$ cat src/rtl/target_cmd_seq_if.sv
// target_cmd_seq_if: register-bus link between the command sequencer and the bridge command block
interface target_cmd_seq_if;
   logic        o_cpu_req;
   logic [31:0] o_cpu_addr;
   logic [31:0] o_cpu_wdata;
   logic [3:0]  o_cpu_wstrb;
   logic        i_cpu_ack_pulse;
   logic [31:0] i_cpu_rdata;
   modport master (output o_cpu_req, o_cpu_addr, o_cpu_wdata, o_cpu_wstrb, input i_cpu_ack_pulse, i_cpu_rdata);
   modport slave (input o_cpu_req, o_cpu_addr, o_cpu_wdata, o_cpu_wstrb, output i_cpu_ack_pulse, i_cpu_rdata);
endinterface

$ cat src/rtl/target_cmd_seq.sv
// target_cmd_seq: writes params and a command to the target, polls for completion, reads back the response
module target_cmd_seq #(
   parameter int GAP_CYCLES = 8,
   parameter int POLL_LIMIT = 65535
) (
   input  logic             clk,
   input  logic             reset,
   input  logic             cmd_start,
   input  logic [15:0]      cmd_code,
   input  logic [127:0]     cmd_param,
   output logic             cmd_busy,
   output logic             cmd_done,
   output logic [15:0]      cmd_result,
   output logic [127:0]     cmd_resp,
   output logic             cmd_timeout,
   target_cmd_seq_if.master bus
);
   typedef enum logic [2:0] {IDLE, WPARAM, WCMD, POLL, RRESP, DONE} state_t;
   localparam logic [15:0] GAP_LAST = 16'(GAP_CYCLES - 1);
   localparam logic [15:0] POLL_LAST = 16'(POLL_LIMIT - 1);
   state_t state, state_nxt;
   logic [15:0] code_r, gap_cnt, poll_cnt;
   logic [127:0] param_r;
   logic [1:0] idx;
   logic ack, status_ok, poll_last, issue, tx_write;
   logic [7:0] tx_addr;
   logic [31:0] tx_wdata;
   // an ack only counts while our own request is up; stale pulses are dropped
   assign ack = bus.o_cpu_req && bus.i_cpu_ack_pulse;
   assign status_ok = bus.i_cpu_rdata[31:16] == 16'h6F6B;
   assign poll_last = poll_cnt == POLL_LAST;
   always_ff @(posedge clk or posedge reset)
      if (reset) state <= IDLE;
      else state <= state_nxt;
   always_comb begin
      state_nxt = state;
      case (state)
         IDLE:    state_nxt = cmd_start ? WPARAM : IDLE;
         WPARAM:  state_nxt = (ack && idx == 2'd3) ? WCMD : WPARAM;
         WCMD:    state_nxt = ack ? POLL : WCMD;
         POLL:    state_nxt = !ack ? POLL : status_ok ? RRESP : poll_last ? DONE : POLL;
         RRESP:   state_nxt = (ack && idx == 2'd3) ? DONE : RRESP;
         default: state_nxt = IDLE;
      endcase
   end
   always_comb begin
      cmd_busy = state != IDLE && state != DONE;
      cmd_done = state == DONE;
      issue = cmd_busy && !bus.o_cpu_req && gap_cnt == GAP_LAST;
      tx_write = state == WPARAM || state == WCMD;
      tx_addr = state == WPARAM ? {4'h2, idx, 2'b00} : state == RRESP ? {4'h4, idx, 2'b00} : 8'h00;
      tx_wdata = state == WPARAM ? param_r[32*idx +: 32] : state == WCMD ? {16'h636D, code_r} : 32'h0;
   end
   always_ff @(posedge clk or posedge reset)
      if (reset) begin
         bus.o_cpu_req <= 1'b0;
         bus.o_cpu_addr <= '0;
         bus.o_cpu_wdata <= '0;
         bus.o_cpu_wstrb <= '0;
         cmd_result <= '0;
         cmd_resp <= '0;
         cmd_timeout <= 1'b0;
         code_r <= '0;
         param_r <= '0;
         gap_cnt <= '0;
         poll_cnt <= '0;
         idx <= '0;
      end else begin
         if (state == IDLE && cmd_start) begin
            code_r <= cmd_code;
            param_r <= cmd_param;
            cmd_timeout <= 1'b0;
            poll_cnt <= '0;
            idx <= '0;
         end
         // gap counter saturates, so an idle link is immediately ready for the next request
         if (issue) begin
            bus.o_cpu_req <= 1'b1;
            bus.o_cpu_addr <= {24'h0, tx_addr};
            bus.o_cpu_wdata <= tx_wdata;
            bus.o_cpu_wstrb <= {4{tx_write}};
         end else if (ack) begin
            bus.o_cpu_req <= 1'b0;
            gap_cnt <= '0;
         end else if (!bus.o_cpu_req && gap_cnt != GAP_LAST)
            gap_cnt <= gap_cnt + 16'd1;
         if (ack && (state == WPARAM || state == RRESP)) idx <= idx + 2'd1;
         if (ack && state == RRESP) cmd_resp[32*idx +: 32] <= bus.i_cpu_rdata;
         if (ack && state == POLL) begin
            if (status_ok) cmd_result <= bus.i_cpu_rdata[15:0];
            else begin
               poll_cnt <= poll_cnt + 16'd1;
               if (poll_last) begin
                  cmd_result <= 16'hFFFF;
                  cmd_timeout <= 1'b1;
               end
            end
         end
      end
endmodule

$ cat src/flat_wrapper.sv
// flat-port wrapper written by rule: the top's interface ports become plain ports
module target_cmd_seq_flat 
#(
   parameter int GAP_CYCLES = 8,
   parameter int POLL_LIMIT = 65535
)
  (clk, reset, cmd_start, cmd_code, cmd_param, cmd_busy, cmd_done, cmd_result, cmd_resp, cmd_timeout, bus_o_cpu_req, bus_o_cpu_addr, bus_o_cpu_wdata, bus_o_cpu_wstrb, bus_i_cpu_ack_pulse, bus_i_cpu_rdata);
  target_cmd_seq_if bus_i ();
  input  logic clk;
  input  logic reset;
  input  logic cmd_start;
  input  logic [15:0] cmd_code;
  input  logic [127:0] cmd_param;
  output logic cmd_busy;
  output logic cmd_done;
  output logic [15:0] cmd_result;
  output logic [127:0] cmd_resp;
  output logic cmd_timeout;
  output wire logic [$bits(bus_i.o_cpu_req)-1:0] bus_o_cpu_req;
  output wire logic [$bits(bus_i.o_cpu_addr)-1:0] bus_o_cpu_addr;
  output wire logic [$bits(bus_i.o_cpu_wdata)-1:0] bus_o_cpu_wdata;
  output wire logic [$bits(bus_i.o_cpu_wstrb)-1:0] bus_o_cpu_wstrb;
  input wire logic [$bits(bus_i.i_cpu_ack_pulse)-1:0] bus_i_cpu_ack_pulse;
  input wire logic [$bits(bus_i.i_cpu_rdata)-1:0] bus_i_cpu_rdata;
  assign bus_o_cpu_req = bus_i.o_cpu_req;
  assign bus_o_cpu_addr = bus_i.o_cpu_addr;
  assign bus_o_cpu_wdata = bus_i.o_cpu_wdata;
  assign bus_o_cpu_wstrb = bus_i.o_cpu_wstrb;
  assign bus_i.i_cpu_ack_pulse = bus_i_cpu_ack_pulse;
  assign bus_i.i_cpu_rdata = bus_i_cpu_rdata;
  target_cmd_seq #(.GAP_CYCLES(GAP_CYCLES), .POLL_LIMIT(POLL_LIMIT)) u_core (.clk(clk), .reset(reset), .cmd_start(cmd_start), .cmd_code(cmd_code), .cmd_param(cmd_param), .cmd_busy(cmd_busy), .cmd_done(cmd_done), .cmd_result(cmd_result), .cmd_resp(cmd_resp), .cmd_timeout(cmd_timeout), .bus(bus_i));
endmodule
$ cat config.mk
export PLATFORM = sky130hd
export DESIGN_NAME = target_cmd_seq_flat
export DESIGN_NICKNAME = d
export VERILOG_FILES = /design/src/rtl/target_cmd_seq_if.sv /design/src/rtl/target_cmd_seq.sv /design/src/flat_wrapper.sv
export SDC_FILE = /design/constraint.sdc
export NUM_CORES = 1
export LEC_CHECK = 0
export BUFFER_PORTS_ARGS = -buffer_cell sky130_fd_sc_hd__buf_2
export CAP_MARGIN = 20
export CORE_MARGIN = 1.5
export CORE_UTILIZATION = 48
export CTS_CLUSTER_SIZE = 24
export DETAILED_ROUTE_END_ITERATION = 10
export GPL_TIMING_DRIVEN = 0
export PLACE_DENSITY = 0.73
export SYNTH_ARGS = -nofsm -noshare
export SYNTH_HDL_FRONTEND = slang
export SYNTH_SLANG_ARGS = --single-unit
$ cat constraint.sdc
create_clock -name clk -period 24.2 [get_ports clk]
set_input_delay 3.63 -clock clk [delete_from_list [all_inputs] [get_ports clk]]
set_output_delay 3.63 -clock clk [all_outputs]
set_load 0.1 [all_outputs]
==> parameters.txt <==
Parameter                              Value

GRT
  Initial antenna violation count ... 4
  Total global-route track usage ... between 20 and 30%
  Total congestion overflow ... 0
  Number of global-route vias before repair ... 13700
  Pin count of the biggest net entering global routing ... 134
  Global-route wire length before repair ... approximately 75 mm

Clocking
  Postcts setup bufs ... 0
  Max clock buf depth ... 3
  Root Driver ... sky130_fd_sc_hd__clkbuf_16
  Clock slew at reported path FFs ... around 0.06 ns
  Clk sinks ... between 300 and 400
  Post-CTS sizing ... 0
  Clock latency reported for the late side of the worst-skew pair ... between 0.5 and 0.6 ns
  CTS HTree Levels ... 2
  CTS buffer count ... 40
  Number of hold-repair buffers added at the cts stage ... 0
  CTS tree ... yes

Finish
  Most common cell after layout, fill and taps aside ... sky130_fd_sc_hd__nand2_1
  Post-layout net count ... around 2300
  Commonest cells after routing, fill and taps aside ... sky130_fd_sc_hd__nand2_1, sky130_fd_sc_hd__buf_2, sky130_fd_sc_hd__dfrtp_1
  Final cell utilization of the core ... 60.8%
  Share of post-route cells with drive strength above 1 ... between 20% and 30%
  Fillcell total ... approximately 2900
  Relative area change from synthesis to final layout ... 24.3%

Timing
  Final Setup Violations ... 0
  RSZ-0062 raised after global routing ... no
  Final critical-path share of the clock period ... approximately a quarter
  Max Transition Viols Final ... 0
  Relative slew slack ... between 20% and 30%
  Final Hold Viols ... 0
  Minimum hold slack ... roughly 0.47 ns
  Minimum period implied by the final worst setup slack ... approximately 6.3 ns
  Actual transition at the worst max-transition pin ... 1.13 ns
  Post-route setup TNS ... 0 ns
  Highest clock frequency the design can meet ... between 150 and 200 MHz
  Final Skew ... 0.0163 ns

Critical path
  Arrival time reported for the critical path endpoint ... approximately 2.7 ns
  Stage delay of the slowest cell on the critical path ... 0.52 ns
  Cells traversed along the worst timing path ... clkbuf_1, xnor2_1, nand2_1, buf_2, clkbuf_1, buf_2
  Category of the critical setup timing path ... flip-flop to output port
  CP endpoint kind ... output port
  Worst setup SP type ... flip-flop
  Max FO, Critical Path ... 10
  Data required time at the worst endpoint ... 20.57 ns
  Critical-path top delay cell ... sky130_fd_sc_hd__buf_2

Outcome
  Status ... completed

Place
  HPWL after detailed placement ... around 35 mm
  Routability Congestion ... 0.885
  Number of buffer cells added on primary ports ... 367

Die
  Chip Width ... 186 um
  Row count ... between 60 and 70
  Die H ... between 150 and 200 um
  Ports placed on the boundary ... ~400
  Floorplan die area ... between 30000 and 40000 um2
  Floorplan Core Area ... 32700 um2
  Starting utilization of the core area ... between 40% and 50%

Drt
  WL per Instance ... 18.5 um
  Vias per std cell ... around 5.3
  Remaining design rule violation count ... 0
  Routed wire length ... about 48 mm
  Vias after detailed routing ... around 14000
  Post-detailed-route count of antenna-violating nets ... 0
  First DRT Iteration DRCs ... approximately 1200
  Initial DRT Pass Iterations ... 5

Synthesis
  Top cells by area, synth ... sky130_fd_sc_hd__dfrtp_1, sky130_fd_sc_hd__nand2_1, sky130_fd_sc_hd__mux4_2
  Number of distinct library cell variants in the gate-level netlist after synthesis ... 50
  Share of synthesized registers carrying an async set or reset ... between 90% and 100%
  Post-synthesis cell area ... around 16000 um2
  Share of the yosys chip area belonging to registers ... a little under three fifths
  Synth Register Bits ... 364
  Number of cells produced by synthesis ... 1699
  Post-synthesis average cell area ... approximately 9.4 um2
  Primary flip-flop cell chosen by synthesis mapping ... sky130_fd_sc_hd__dfrtp_1
  Top cell type by total area after synthesis ... sky130_fd_sc_hd__dfrtp_1
  Count of flip-flops with a built-in enable after synthesis ... 0
  Fraction of post-synthesis cell area in the top cell type by area ... between 50 and 60%
  Number of warning messages in the yosys log ... 0

Min path
  Hold crit path type ... flip-flop to flip-flop

Pwr
  PD cells ... 104 nW/um2
  Total design power ... between 2 and 2.5 mW
  Worst vdd rail ir drop ... between 0.08 and 0.09 mV
  Leakage component of the power ... ~10 nW

Job
  Count of max-cap constraint violations ... 0
==> layer usage <==
layer  vias to the layer above  GRT usage [%]  part of all wire [%]
met5                         -              0                 0.056
met4                         4           11.1                   3.8
met3                       110           5.48                   8.4
met2                       616           46.4                    48
met1                      6712           36.8                    40
li1                       6496              -                     -
==> worst max-delay path, delay by kind of cell (launching register included) <==
kind | cells | cell delay, ns
AND/OR/NAND/NOR | 1 | 0.14
buffers and inverters | 4 | 1.53
XOR/XNOR | 1 | 0.19
flip-flops | 1 | 0.33
==> per-stage QoR <==
step                      cells  cell area (um2)  setup slack [ns]
after global placement     2535            18500              6.76
after global routing       2615            19900             17.73
after floorplan            1726            16100             10.47
final                      2615            19900             17.86
after CTS                  2612            19900             17.91
after detailed placement   2538            18600             18.38
==> synth_stat cells, types with 4 or more instances <==
master                     number
sky130_fd_sc_hd__mux2i_1       36
sky130_fd_sc_hd__o311ai_0       4
sky130_fd_sc_hd__ha_1           9
sky130_fd_sc_hd__buf_2         21
sky130_fd_sc_hd__a31oi_1       29
sky130_fd_sc_hd__nand3b_1       5
sky130_fd_sc_hd__mux4_2        32
sky130_fd_sc_hd__o21ai_0      131
sky130_fd_sc_hd__inv_1         23
sky130_fd_sc_hd__a22oi_1       16
sky130_fd_sc_hd__nand4_1       14
sky130_fd_sc_hd__o31ai_1        7
sky130_fd_sc_hd__buf_4         32
sky130_fd_sc_hd__mux2_2         4
sky130_fd_sc_hd__nor2_1         6
sky130_fd_sc_hd__and3_1         5
sky130_fd_sc_hd__o211ai_1       5
sky130_fd_sc_hd__nand4b_1       4
sky130_fd_sc_hd__nand2b_1       5
sky130_fd_sc_hd__dfrtp_1      364
sky130_fd_sc_hd__nand2_1      729
sky130_fd_sc_hd__nor3_1        12
sky130_fd_sc_hd__nand3_1       16
sky130_fd_sc_hd__clkbuf_1      85
sky130_fd_sc_hd__a22o_1         8
sky130_fd_sc_hd__o41ai_1        4
sky130_fd_sc_hd__nor3b_1        5
sky130_fd_sc_hd__a21oi_1       55
==> power by group <==
part / switching [mW] / total, mW / internal, mW / leakage (nW)
registers: 0.0914 / 0.842 / 0.750 / 4.84
clock network: 0.248 / 0.608 / 0.361 / 0.642
logic: 0.417 / 0.609 / 0.191 / 4.96
==> state kept, by name, indices dropped and copies added (netlist names) <==
register,flops
u_core.bus.o_cpu_wstrb,1
u_core.cmd_result,16
u_core.poll_cnt,16
u_core.idx,2
u_core.state,3
u_core.gap_cnt,16
u_core.bus.o_cpu_addr,4
u_core.bus.o_cpu_wdata,32
u_core.cmd_resp,128
u_core.cmd_timeout,1
u_core.param_r,128
u_core.bus.o_cpu_req,1
u_core.code_r,16
==> cells by family after synthesis <==
| logic type | share of synthesized area [%] |
|---|---|
| flip-flops | 56.9 |
| other | 0.0234 |
| adder cells (fa/ha/maj) | 0.704 |
| AO/OA/AOI/OAI | 9.24 |
| buffers and inverters | 4.94 |
| XOR/XNOR | 0.110 |
| AND/OR/NAND/NOR | 21.0 |
| multiplexers | 7.04 |
==> final timing paths <==
| kind | start | endpoint | slack, ns | cells past startpoint |
|---|---|---|---|---|
| min reg2reg | u_core.param_r[51]$_DFFE_PP0P_ | u_core.param_r[51]$_DFFE_PP0P_ | 0.47 | 2 |
| min | u_core.param_r[51]$_DFFE_PP0P_ | u_core.param_r[51]$_DFFE_PP0P_ | 0.47 | 2 |
| min in group asynchronous | reset | u_core.cmd_resp[15]$_DFFE_PP0P_ | 3.24 | 2 |
| max in group asynchronous | reset | u_core.bus.o_cpu_wdata[4]$_DFFE_PP0P_ | 19.81 | 3 |
| max reg2reg | u_core.idx[1]$_DFFE_PP0P_ | u_core.cmd_resp[54]$_DFFE_PP0P_ | 20.28 | 8 |
| max | u_core.state[2]$_DFF_PP0_ | cmd_busy | 17.86 | 6 |
==> final cells by class <==
| type | count | area, um2 | share of cell area, % |
|---|---|---|---|
| inverters | 23 | 93.8 | 0.472 |
| multi-input cells | 1197 | 6200 | 31.2 |
| repair buffers | 372 | 1910 | 9.60 |
| flip-flops and latches | 364 | 9110 | 45.8 |
| clock inverters | 11 | 123 | 0.617 |
| diodes | 1 | 2.50 | 0.0126 |
| clock buffers | 63 | 1190 | 5.98 |
| well taps | 442 | 553 | 2.78 |
| plain buffers | 142 | 703 | 3.54 |
Note: power is estimated with default switching activity, not from simulation.
